--- src/rtl/muldiv_sequencer_if.sv ---
// EX-stage <-> M-extension sequencer handshake bundle.
// The sequencer takes the slave side; the execute stage drives the master side.
interface muldiv_sequencer_if #(
    parameter int unsigned XLEN = 32
);
    logic            in_valid;
    logic            in_ready;
    logic [4:0]      alu_op;
    logic [XLEN-1:0] op_a;
    logic [XLEN-1:0] op_b;
    logic [4:0]      rd_id;
    logic            flush;
    logic            out_valid;
    logic            out_ready;
    logic [XLEN-1:0] result;
    logic [4:0]      out_rd_id;
    logic            busy;

    modport slave (
        input  in_valid, alu_op, op_a, op_b, rd_id, flush, out_ready,
        output in_ready, out_valid, result, out_rd_id, busy
    );

    modport master (
        output in_valid, alu_op, op_a, op_b, rd_id, flush, out_ready,
        input  in_ready, out_valid, result, out_rd_id, busy
    );
endinterface

--- src/rtl/muldiv_sequencer.sv ---
// Multi-cycle MUL/MULH and 32-step restoring DIV/DIVU/REM/REMU controller with
// RISC-V divide-by-zero and signed-overflow results.
module muldiv_sequencer #(
    parameter int unsigned XLEN = 32
) (
    input  logic              clk,
    input  logic              rst_n,
    muldiv_sequencer_if.slave bus
);
    localparam logic [4:0] OpMul  = 5'b01110;
    localparam logic [4:0] OpMulh = 5'b01111;
    localparam logic [4:0] OpDiv  = 5'b10000;
    localparam logic [4:0] OpDivu = 5'b10001;
    localparam logic [4:0] OpRem  = 5'b10010;
    localparam logic [4:0] OpRemu = 5'b10011;

    typedef enum logic [2:0] {StIdle, StMul, StDiv, StFix, StDone} state_e;

    state_e          state_q, state_d;
    logic [4:0]      op_q, op_d;
    logic [4:0]      rd_q, rd_d;
    logic [XLEN-1:0] a_q, a_d;
    logic [XLEN-1:0] b_q, b_d;
    logic [XLEN-1:0] rem_q, rem_d;
    logic [XLEN-1:0] quo_q, quo_d;
    logic [XLEN-1:0] result_q, result_d;
    logic [5:0]      cnt_q, cnt_d;
    logic            neg_quo_q, neg_quo_d;
    logic            neg_rem_q, neg_rem_d;
    logic            dz_q, dz_d;
    logic            ovf_q, ovf_d;

    logic            in_mul, in_div, in_signed, accept, in_dz, in_ovf;
    logic [XLEN-1:0] a_abs, b_abs;
    logic [XLEN:0]   trial;
    logic [2*XLEN-1:0] prod;
    logic            op_is_rem;

    assign in_mul    = (bus.alu_op == OpMul) || (bus.alu_op == OpMulh);
    assign in_div    = (bus.alu_op == OpDiv) || (bus.alu_op == OpDivu) ||
                       (bus.alu_op == OpRem) || (bus.alu_op == OpRemu);
    assign in_signed = ~bus.alu_op[0];
    assign accept    = (state_q == StIdle) && bus.in_valid && !bus.flush && (in_mul || in_div);
    assign in_dz     = (bus.op_b == '0);
    assign in_ovf    = in_signed && (bus.op_a == {1'b1, {(XLEN-1){1'b0}}}) && (bus.op_b == '1);
    assign a_abs     = (in_signed && bus.op_a[XLEN-1]) ? -bus.op_a : bus.op_a;
    assign b_abs     = (in_signed && bus.op_b[XLEN-1]) ? -bus.op_b : bus.op_b;
    assign op_is_rem = op_q[1];

    // Remainder is always below the divisor, so one extra bit covers the shifted trial.
    assign trial = {rem_q, quo_q[XLEN-1]} - {1'b0, b_q};
    assign prod  = $signed({{XLEN{a_q[XLEN-1]}}, a_q}) * $signed({{XLEN{b_q[XLEN-1]}}, b_q});

    always_comb begin
        state_d   = state_q;
        op_d      = op_q;
        rd_d      = rd_q;
        a_d       = a_q;
        b_d       = b_q;
        rem_d     = rem_q;
        quo_d     = quo_q;
        result_d  = result_q;
        cnt_d     = cnt_q;
        neg_quo_d = neg_quo_q;
        neg_rem_d = neg_rem_q;
        dz_d      = dz_q;
        ovf_d     = ovf_q;

        unique case (state_q)
            StIdle: begin
                if (accept) begin
                    op_d = bus.alu_op;
                    rd_d = bus.rd_id;
                    a_d  = bus.op_a;
                    if (in_mul) begin
                        b_d     = bus.op_b;
                        state_d = StMul;
                    end else begin
                        b_d       = b_abs;
                        quo_d     = a_abs;
                        rem_d     = '0;
                        cnt_d     = '0;
                        dz_d      = in_dz;
                        ovf_d     = in_ovf;
                        neg_quo_d = in_signed && (bus.op_a[XLEN-1] ^ bus.op_b[XLEN-1]);
                        neg_rem_d = in_signed && bus.op_a[XLEN-1];
                        state_d   = (in_dz || in_ovf) ? StFix : StDiv;
                    end
                end
            end
            StMul: begin
                result_d = (op_q == OpMulh) ? prod[2*XLEN-1:XLEN] : prod[XLEN-1:0];
                state_d  = StDone;
            end
            StDiv: begin
                if (!trial[XLEN]) begin
                    rem_d = trial[XLEN-1:0];
                    quo_d = {quo_q[XLEN-2:0], 1'b1};
                end else begin
                    rem_d = {rem_q[XLEN-2:0], quo_q[XLEN-1]};
                    quo_d = {quo_q[XLEN-2:0], 1'b0};
                end
                cnt_d = cnt_q + 6'd1;
                if (cnt_q == 6'd31) state_d = StFix;
            end
            StFix: begin
                if (dz_q) begin
                    result_d = op_is_rem ? a_q : '1;
                end else if (ovf_q) begin
                    result_d = op_is_rem ? '0 : {1'b1, {(XLEN-1){1'b0}}};
                end else if (op_is_rem) begin
                    result_d = neg_rem_q ? -rem_q : rem_q;
                end else begin
                    result_d = neg_quo_q ? -quo_q : quo_q;
                end
                state_d = StDone;
            end
            StDone: begin
                if (bus.out_ready) state_d = StIdle;
            end
            default: state_d = StIdle;
        endcase

        if (bus.flush && (state_q != StIdle)) state_d = StIdle;
    end

    always_ff @(posedge clk or negedge rst_n) begin
        if (!rst_n) begin
            state_q   <= StIdle;
            op_q      <= '0;
            rd_q      <= '0;
            a_q       <= '0;
            b_q       <= '0;
            rem_q     <= '0;
            quo_q     <= '0;
            result_q  <= '0;
            cnt_q     <= '0;
            neg_quo_q <= 1'b0;
            neg_rem_q <= 1'b0;
            dz_q      <= 1'b0;
            ovf_q     <= 1'b0;
        end else begin
            state_q   <= state_d;
            op_q      <= op_d;
            rd_q      <= rd_d;
            a_q       <= a_d;
            b_q       <= b_d;
            rem_q     <= rem_d;
            quo_q     <= quo_d;
            result_q  <= result_d;
            cnt_q     <= cnt_d;
            neg_quo_q <= neg_quo_d;
            neg_rem_q <= neg_rem_d;
            dz_q      <= dz_d;
            ovf_q     <= ovf_d;
        end
    end

    assign bus.in_ready  = (state_q == StIdle);
    assign bus.busy      = (state_q != StIdle);
    assign bus.out_valid = (state_q == StDone);
    assign bus.result    = result_q;
    assign bus.out_rd_id = rd_q;
endmodule

--- src/flat_wrapper.sv ---
// flat-port wrapper written by rule: the top's interface ports become plain ports
module muldiv_sequencer_flat 
#(
    parameter int unsigned XLEN = 32
)
  (clk, rst_n, bus_in_valid, bus_alu_op, bus_op_a, bus_op_b, bus_rd_id, bus_flush, bus_out_ready, bus_in_ready, bus_out_valid, bus_result, bus_out_rd_id, bus_busy);
  muldiv_sequencer_if #(.XLEN(XLEN)) bus_i ();
  input  logic clk;
  input  logic rst_n;
  input wire logic [$bits(bus_i.in_valid)-1:0] bus_in_valid;
  input wire logic [$bits(bus_i.alu_op)-1:0] bus_alu_op;
  input wire logic [$bits(bus_i.op_a)-1:0] bus_op_a;
  input wire logic [$bits(bus_i.op_b)-1:0] bus_op_b;
  input wire logic [$bits(bus_i.rd_id)-1:0] bus_rd_id;
  input wire logic [$bits(bus_i.flush)-1:0] bus_flush;
  input wire logic [$bits(bus_i.out_ready)-1:0] bus_out_ready;
  output wire logic [$bits(bus_i.in_ready)-1:0] bus_in_ready;
  output wire logic [$bits(bus_i.out_valid)-1:0] bus_out_valid;
  output wire logic [$bits(bus_i.result)-1:0] bus_result;
  output wire logic [$bits(bus_i.out_rd_id)-1:0] bus_out_rd_id;
  output wire logic [$bits(bus_i.busy)-1:0] bus_busy;
  assign bus_i.in_valid = bus_in_valid;
  assign bus_i.alu_op = bus_alu_op;
  assign bus_i.op_a = bus_op_a;
  assign bus_i.op_b = bus_op_b;
  assign bus_i.rd_id = bus_rd_id;
  assign bus_i.flush = bus_flush;
  assign bus_i.out_ready = bus_out_ready;
  assign bus_in_ready = bus_i.in_ready;
  assign bus_out_valid = bus_i.out_valid;
  assign bus_result = bus_i.result;
  assign bus_out_rd_id = bus_i.out_rd_id;
  assign bus_busy = bus_i.busy;
  muldiv_sequencer #(.XLEN(XLEN)) u_core (.clk(clk), .rst_n(rst_n), .bus(bus_i));
endmodule
--- config.mk ---
export PLATFORM = sky130hd
export DESIGN_NAME = muldiv_sequencer_flat
export DESIGN_NICKNAME = d
export VERILOG_FILES = /design/src/rtl/muldiv_sequencer_if.sv /design/src/rtl/muldiv_sequencer.sv /design/src/flat_wrapper.sv
export SDC_FILE = /design/constraint.sdc
export NUM_CORES = 2
export LEC_CHECK = 0
export BUFFER_PORTS_ARGS = -buffer_cell sky130_fd_sc_hd__buf_2
export CAP_MARGIN = 0
export CORE_MARGIN = 4
export CORE_UTILIZATION = 60
export CTS_CLUSTER_SIZE = 14
export DETAILED_ROUTE_END_ITERATION = 6
export PLACE_DENSITY_LB_ADDON = 0.25
export SYNTH_ARGS = -nofsm -noshare
export SYNTH_HDL_FRONTEND = slang
export SYNTH_SLANG_ARGS = --single-unit
--- constraint.sdc ---
create_clock -name clk -period 19.2 [get_ports clk]
set_input_delay 1.92 -clock clk [delete_from_list [all_inputs] [get_ports clk]]
set_output_delay 1.92 -clock clk [all_outputs]
set_load 0.01 [all_outputs]
# Yosys cells after proc, flatten, opt, wreduce, memory -nomap -nowiden
# Index checks and enable logic that the tools add are counted.
# classes
mul,1
n_shift,0
n_reduce_logical,26
n_lt_le_gt_ge,0
eq_ne,19
n_div,0
n_addsub,6
n_bitwise,3
n_mux,30
# ops
cell,count
two-way mux 32 bit,16
case mux 32 bit (2 select lines),3
negation 32 bit,4
equality test 32 bit (second input constant),2
multiplier 32 x 32 -> 64 bit,1
subtractor 33 x 32 -> 33 bit,1
logical NOT 32 bit,1
equality test 5 bit (second input constant),4
equality test 5 x 4 -> 1 bit (second input constant),3
two-way mux 3 bit,5
two-way mux 6 bit,2
case mux 3 bit (4 select lines),1
case mux 6 bit (2 select lines),1
logical AND 1 bit,9
AND reduction 3 bit,3
adder 6 x 1 -> 6 bit (second input constant),1
equality test 3 x 2 -> 1 bit (second input constant),2
equality test 6 x 5 -> 1 bit (second input constant),1
logical OR 1 bit,6
!= test 3 x 1 -> 1 bit (second input constant),2
nonzero test 2 bit,2
equality test 3 x 1 -> 1 bit (second input constant),1
equality test 3 bit (second input constant),1
logical NOT 3 bit,1
other kinds (10),12
# word_totals
register_bits,183
out_inout_bits,40
rom_bits,0
ram_bits,0
latch_bits,0
in_bits,79
word_cells,98
memories,0

# Logic depth before layout (Yosys ltp)
# depth
ltp_word,9
mapped_depth,30
ltp_nobuf,27

# Least setup slack after synthesis
# No wires, ideal clock.
# synth_timing
path_type,register -> register
start,reg u_core.a_q[31]
end,"reg u_core.result_q[30], in the netlist u_core.bus.result[30]"
t_arrival_ns,8.021
stages_incl_launch_ff,31
path_slack_ns,11.044
required_ns,19.066
synth_period_minus_slack_ns,8.156
setup_ns,0.134
n_path_buf,3
cell_sequence,dfrtp_1 clkbuf_1 clkbuf_1 nand2_1 inv_1 fa_1 inv_1 fa_1 inv_1 fa_1 fa_1 inv_1 fa_1 inv_1 fa_1 inv_1 fa_1 inv_1 fa_1 ha_1 clkbuf_1 a21o_1 a21o_1 a21o_1 a21o_1 a21o_1 a21o_1 a31o_2 or3_1 a21oi_1 o21ai_0
# synth_via
elab_chain_cells,3
# synth_lines
item,line_no,text
from (decl),muldiv_sequencer.sv:22,"logic [XLEN-1:0] a_q, a_d;"
from (signal assigned),muldiv_sequencer.sv:132,a_q <= '0;
from (signal assigned),muldiv_sequencer.sv:146,a_q <= a_d;
multiplier 32 x 32 -> 64 bit,muldiv_sequencer.sv:52,"assign prod = $signed({{XLEN{a_q[XLEN-1]}}, a_q}) * $signed({{XLEN{b_q[XLEN-1]}}, b_q});"
two-way mux 32 bit,muldiv_sequencer.sv:92,result_d = (op_q == OpMulh) ? prod[2*XLEN-1:XLEN] : prod[XLEN-1:0];
case mux 32 bit (2 select lines),muldiv_sequencer.sv:69,unique case (state_q)
to (signal assigned),muldiv_sequencer.sv:150,result_q <= result_d;
to (decl),muldiv_sequencer.sv:26,"logic [XLEN-1:0] result_q, result_d;"
# Every way passes these cells.
# A chain may end at the register's enable or synchronous reset.

# Final worst setup path
# Same ends and word-level chain as after synthesis.

==> summary.md <==
| Metric | Value |
|---|---|
| Max Root-Sink Buffers | 2 |
| Starting Density | 60.6% |
| Final non-filler cell area | 50900 sq um |
| Postcts setup bufs | 0 |
| Final #Nets | 6664 |
| Clk_skew | 0.0218 ns |
| Mapped cell area | 48800 sq um |
| Mean post-synth cell area | 9.10 sq um |
| Congestion Overflow GR | 0 |
| CP dominant cell by count | fa_1 |
| Wirelength, routed | 139000 um |
| Synthesis Warnings | 0 |
| Drc violations | 0 |
| Die height | 293 um |
| Rows | 104 |
| Hold Path Class | reg2reg |
| Drt pass-1 iters | 6 |
| Share of layout cells above drive strength 1 | 5.88% |
| Post-synthesis cell count | 5364 |
| Worst rel slew slack | 30.2% |
| Max Fclk | 110 MHz |
| Global-route wire length before repair | 225000 um |
| Setup TNS | 0 ns |
| Synth top cells by count | fa_1, inv_1, nand2_1 |
| Area of the multi-input gates | 39300 sq um |
| Setup Viol. Count Final | 0 |
| Pin count of the biggest net entering global routing | 119 |
| Distinct cells, synth | 71 |
| IO Pins | 119 |
| Critical Path Sink Type | register |
| WS Path Type | reg2reg |
| Die area | 86000 sq um |
| Core area | 80500 sq um |
| Max cap viols | 0 |
| CTS clk-pin slew, worst paths | 0.08 ns |
| Final Critical Period | 9.07 ns |
| CP required | 19.48 ns |
| Most frequent cell after synthesis | fa_1 |
| Ys flop type | dfrtp_1 |
| Detail Route Antenna Nets | 0 |
| Slowest-stage cell, CP | fa_1 |
| Fin. Hold Viols | 0 |
| Largest stage delay on the critical path | 0.84 ns |
| EDFF count, synth | 0 |
| Placed Area | 50200 sq um |
| DP HPWL | 111000 um |
| Post-CTS Hold Fix Bufs | 0 |
| Gr usage total | 33.4% |
| FF/Latch Area | 4600 sq um |
| Seq cells post-synth | 183 |
| # port buffers | 118 |
| Syn_nets | 6748 |
| Final Slew Violations | 0 |
| GPL Wtd Cong | 1.01 |
| Sequential area share after synthesis | 9.38% |
| CTS tree | done |
| Post_cts resized | 0 |
| Max H-tree Level | 4 |
| Leading area contributor after synthesis | fa_1 |
| WP data arrival | 9.35 ns |
| DR vias | 37700 |
| Initial antenna violation count | 8 |
| Top cell type's share of synthesized area | 44.4% |
| CTS buffer count | 17 |
| Syn-to-layout area delta | 4.22% |
| Die Span X | 293 um |
| RSZ-0062 raised after global routing | no |
| Fraction of registers with async set/reset | 100% |
| Largest cells by area after synthesis | fa_1, dfrtp_1, inv_1, and2_1, ha_1 |
| Status | finished clean |
| Crit-path max FO | 18 |
| Vias in the first global route | 40300 |
| Startpoint class of the critical path | register |
| DR vias/cell | 5.93 |
| Wire per inst | 21.9 um |
| Tcrit/Tclk final | 47.2% |
| Slew @ Worst Pin | 1.04 ns |
| Starting DRC count in detailed routing | 3131 |
| Clk sinks | 183 |
| Fillers | 6736 |
| Clk_lat worst skew | 0.45 ns |
| Root buf cell | clkbuf_16 |
-- worst paths after layout --
path | startpoint | end | slack [ns] | depth (start not counted)
worst max-delay path | u_core.a_q[31] | u_core.bus.result[30] | 10.13 | 28
worst min-delay path | u_core.op_q[3] | u_core.op_q[3] | 0.48 | 1
worst max register to register | u_core.a_q[31] | u_core.bus.result[30] | 10.13 | 28
worst min register to register | u_core.op_q[3] | u_core.op_q[3] | 0.48 | 1
max in group asynchronous | rst_n | u_core.a_q[15] | 16.04 | 2
min in group asynchronous | rst_n | u_core.cnt_q[1] | 1.63 | 1
-- worst max-delay path, delay by kind of cell, from the launching register on --
kind | cells | cell delay, ns
compound gates | 9 | 1.58
fa+ha+maj | 9 | 4.62
buf+inv | 8 | 1.51
flops | 1 | 0.71
simple gates | 2 | 0.46
-- layer usage --
layer / vias up / part of all wire, % / GRT usage (%) / wire length [um]
li1: 16200 / - / - / -
met1: 19400 / 40 / 45.5 / 55100
met2: 1712 / 48 / 55.1 / 66500
met3: 330 / 8.1 / 4.81 / 11300
met4: 6 / 4.6 / 12.9 / 6380
met5: - / 0.030 / 0 / 42
-- area by class of cell --
type | instances | share of cell area [%]
Clock buffer | 19 | 0.890
Tap cell | 1060 | 2.61
Clock inverter | 13 | 0.310
Inverter | 1004 | 7.41
Sequential cell | 183 | 9.03
Timing Repair Buffer | 204 | 2.45
Antenna cell | 4 | 0.0197
Multi-Input combinational cell | 3870 | 77.3
-- per-stage QoR --
stage	hold slack [ns]	worst slack (ns)	instances	utilization [%]
floorplan	0.442	11.04	5364	-
global placement	0.454	10.37	6321	62.4
detailed placement	0.467	10.22	6321	62.4
CTS	0.485	10.18	6353	63.1
global route	0.499	9.70	6356	63.1
finish	0.483	10.13	6357	63.2
-- sequential cells by signal, summed over array words and instances, names as in the netlist --
register / cells
u_core.a_q: 32
u_core.b_q: 32
u_core.bus.result: 32
u_core.quo_q: 32
u_core.rem_q: 32
u_core.cnt_q: 6
u_core.bus.out_rd_id: 5
u_core.op_q: 5
u_core.state_q: 3
u_core.dz_q: 1
u_core.neg_quo_q: 1
u_core.neg_rem_q: 1
u_core.ovf_q: 1
-- kinds of logic (layout without fill, tap and decap cells) --
logic type	Yosys count	in the layout	synth area share, %
mux	75	75	1.64
simple gates	1611	1611	16.3
fa+ha+maj	1305	1305	50.1
xor+xnor	208	208	3.73
buf+inv	1311	1240	10.1
compound gates	671	671	8.73
flops	183	183	9.38
other cells	0	4	0
-- placed cells by master (no fill, tap or decap), types with 97 or more instances in the layout --
| cell type | n |
|---|---|
| xor2_1 | 97 |
| nor2_1 | 144 |
| and2_1 | 519 |
| buf_2 | 117 |
| inv_1 | 1002 |
| o21ai_0 | 214 |
| nand2_1 | 712 |
| xnor2_1 | 110 |
| dfrtp_1 | 170 |
| ha_1 | 222 |
| a21oi_1 | 136 |
| fa_1 | 1083 |
Power is left out: the tool's default activity adds up to more than one toggle a clock period on the data nets, which glitch-free logic cannot reach.
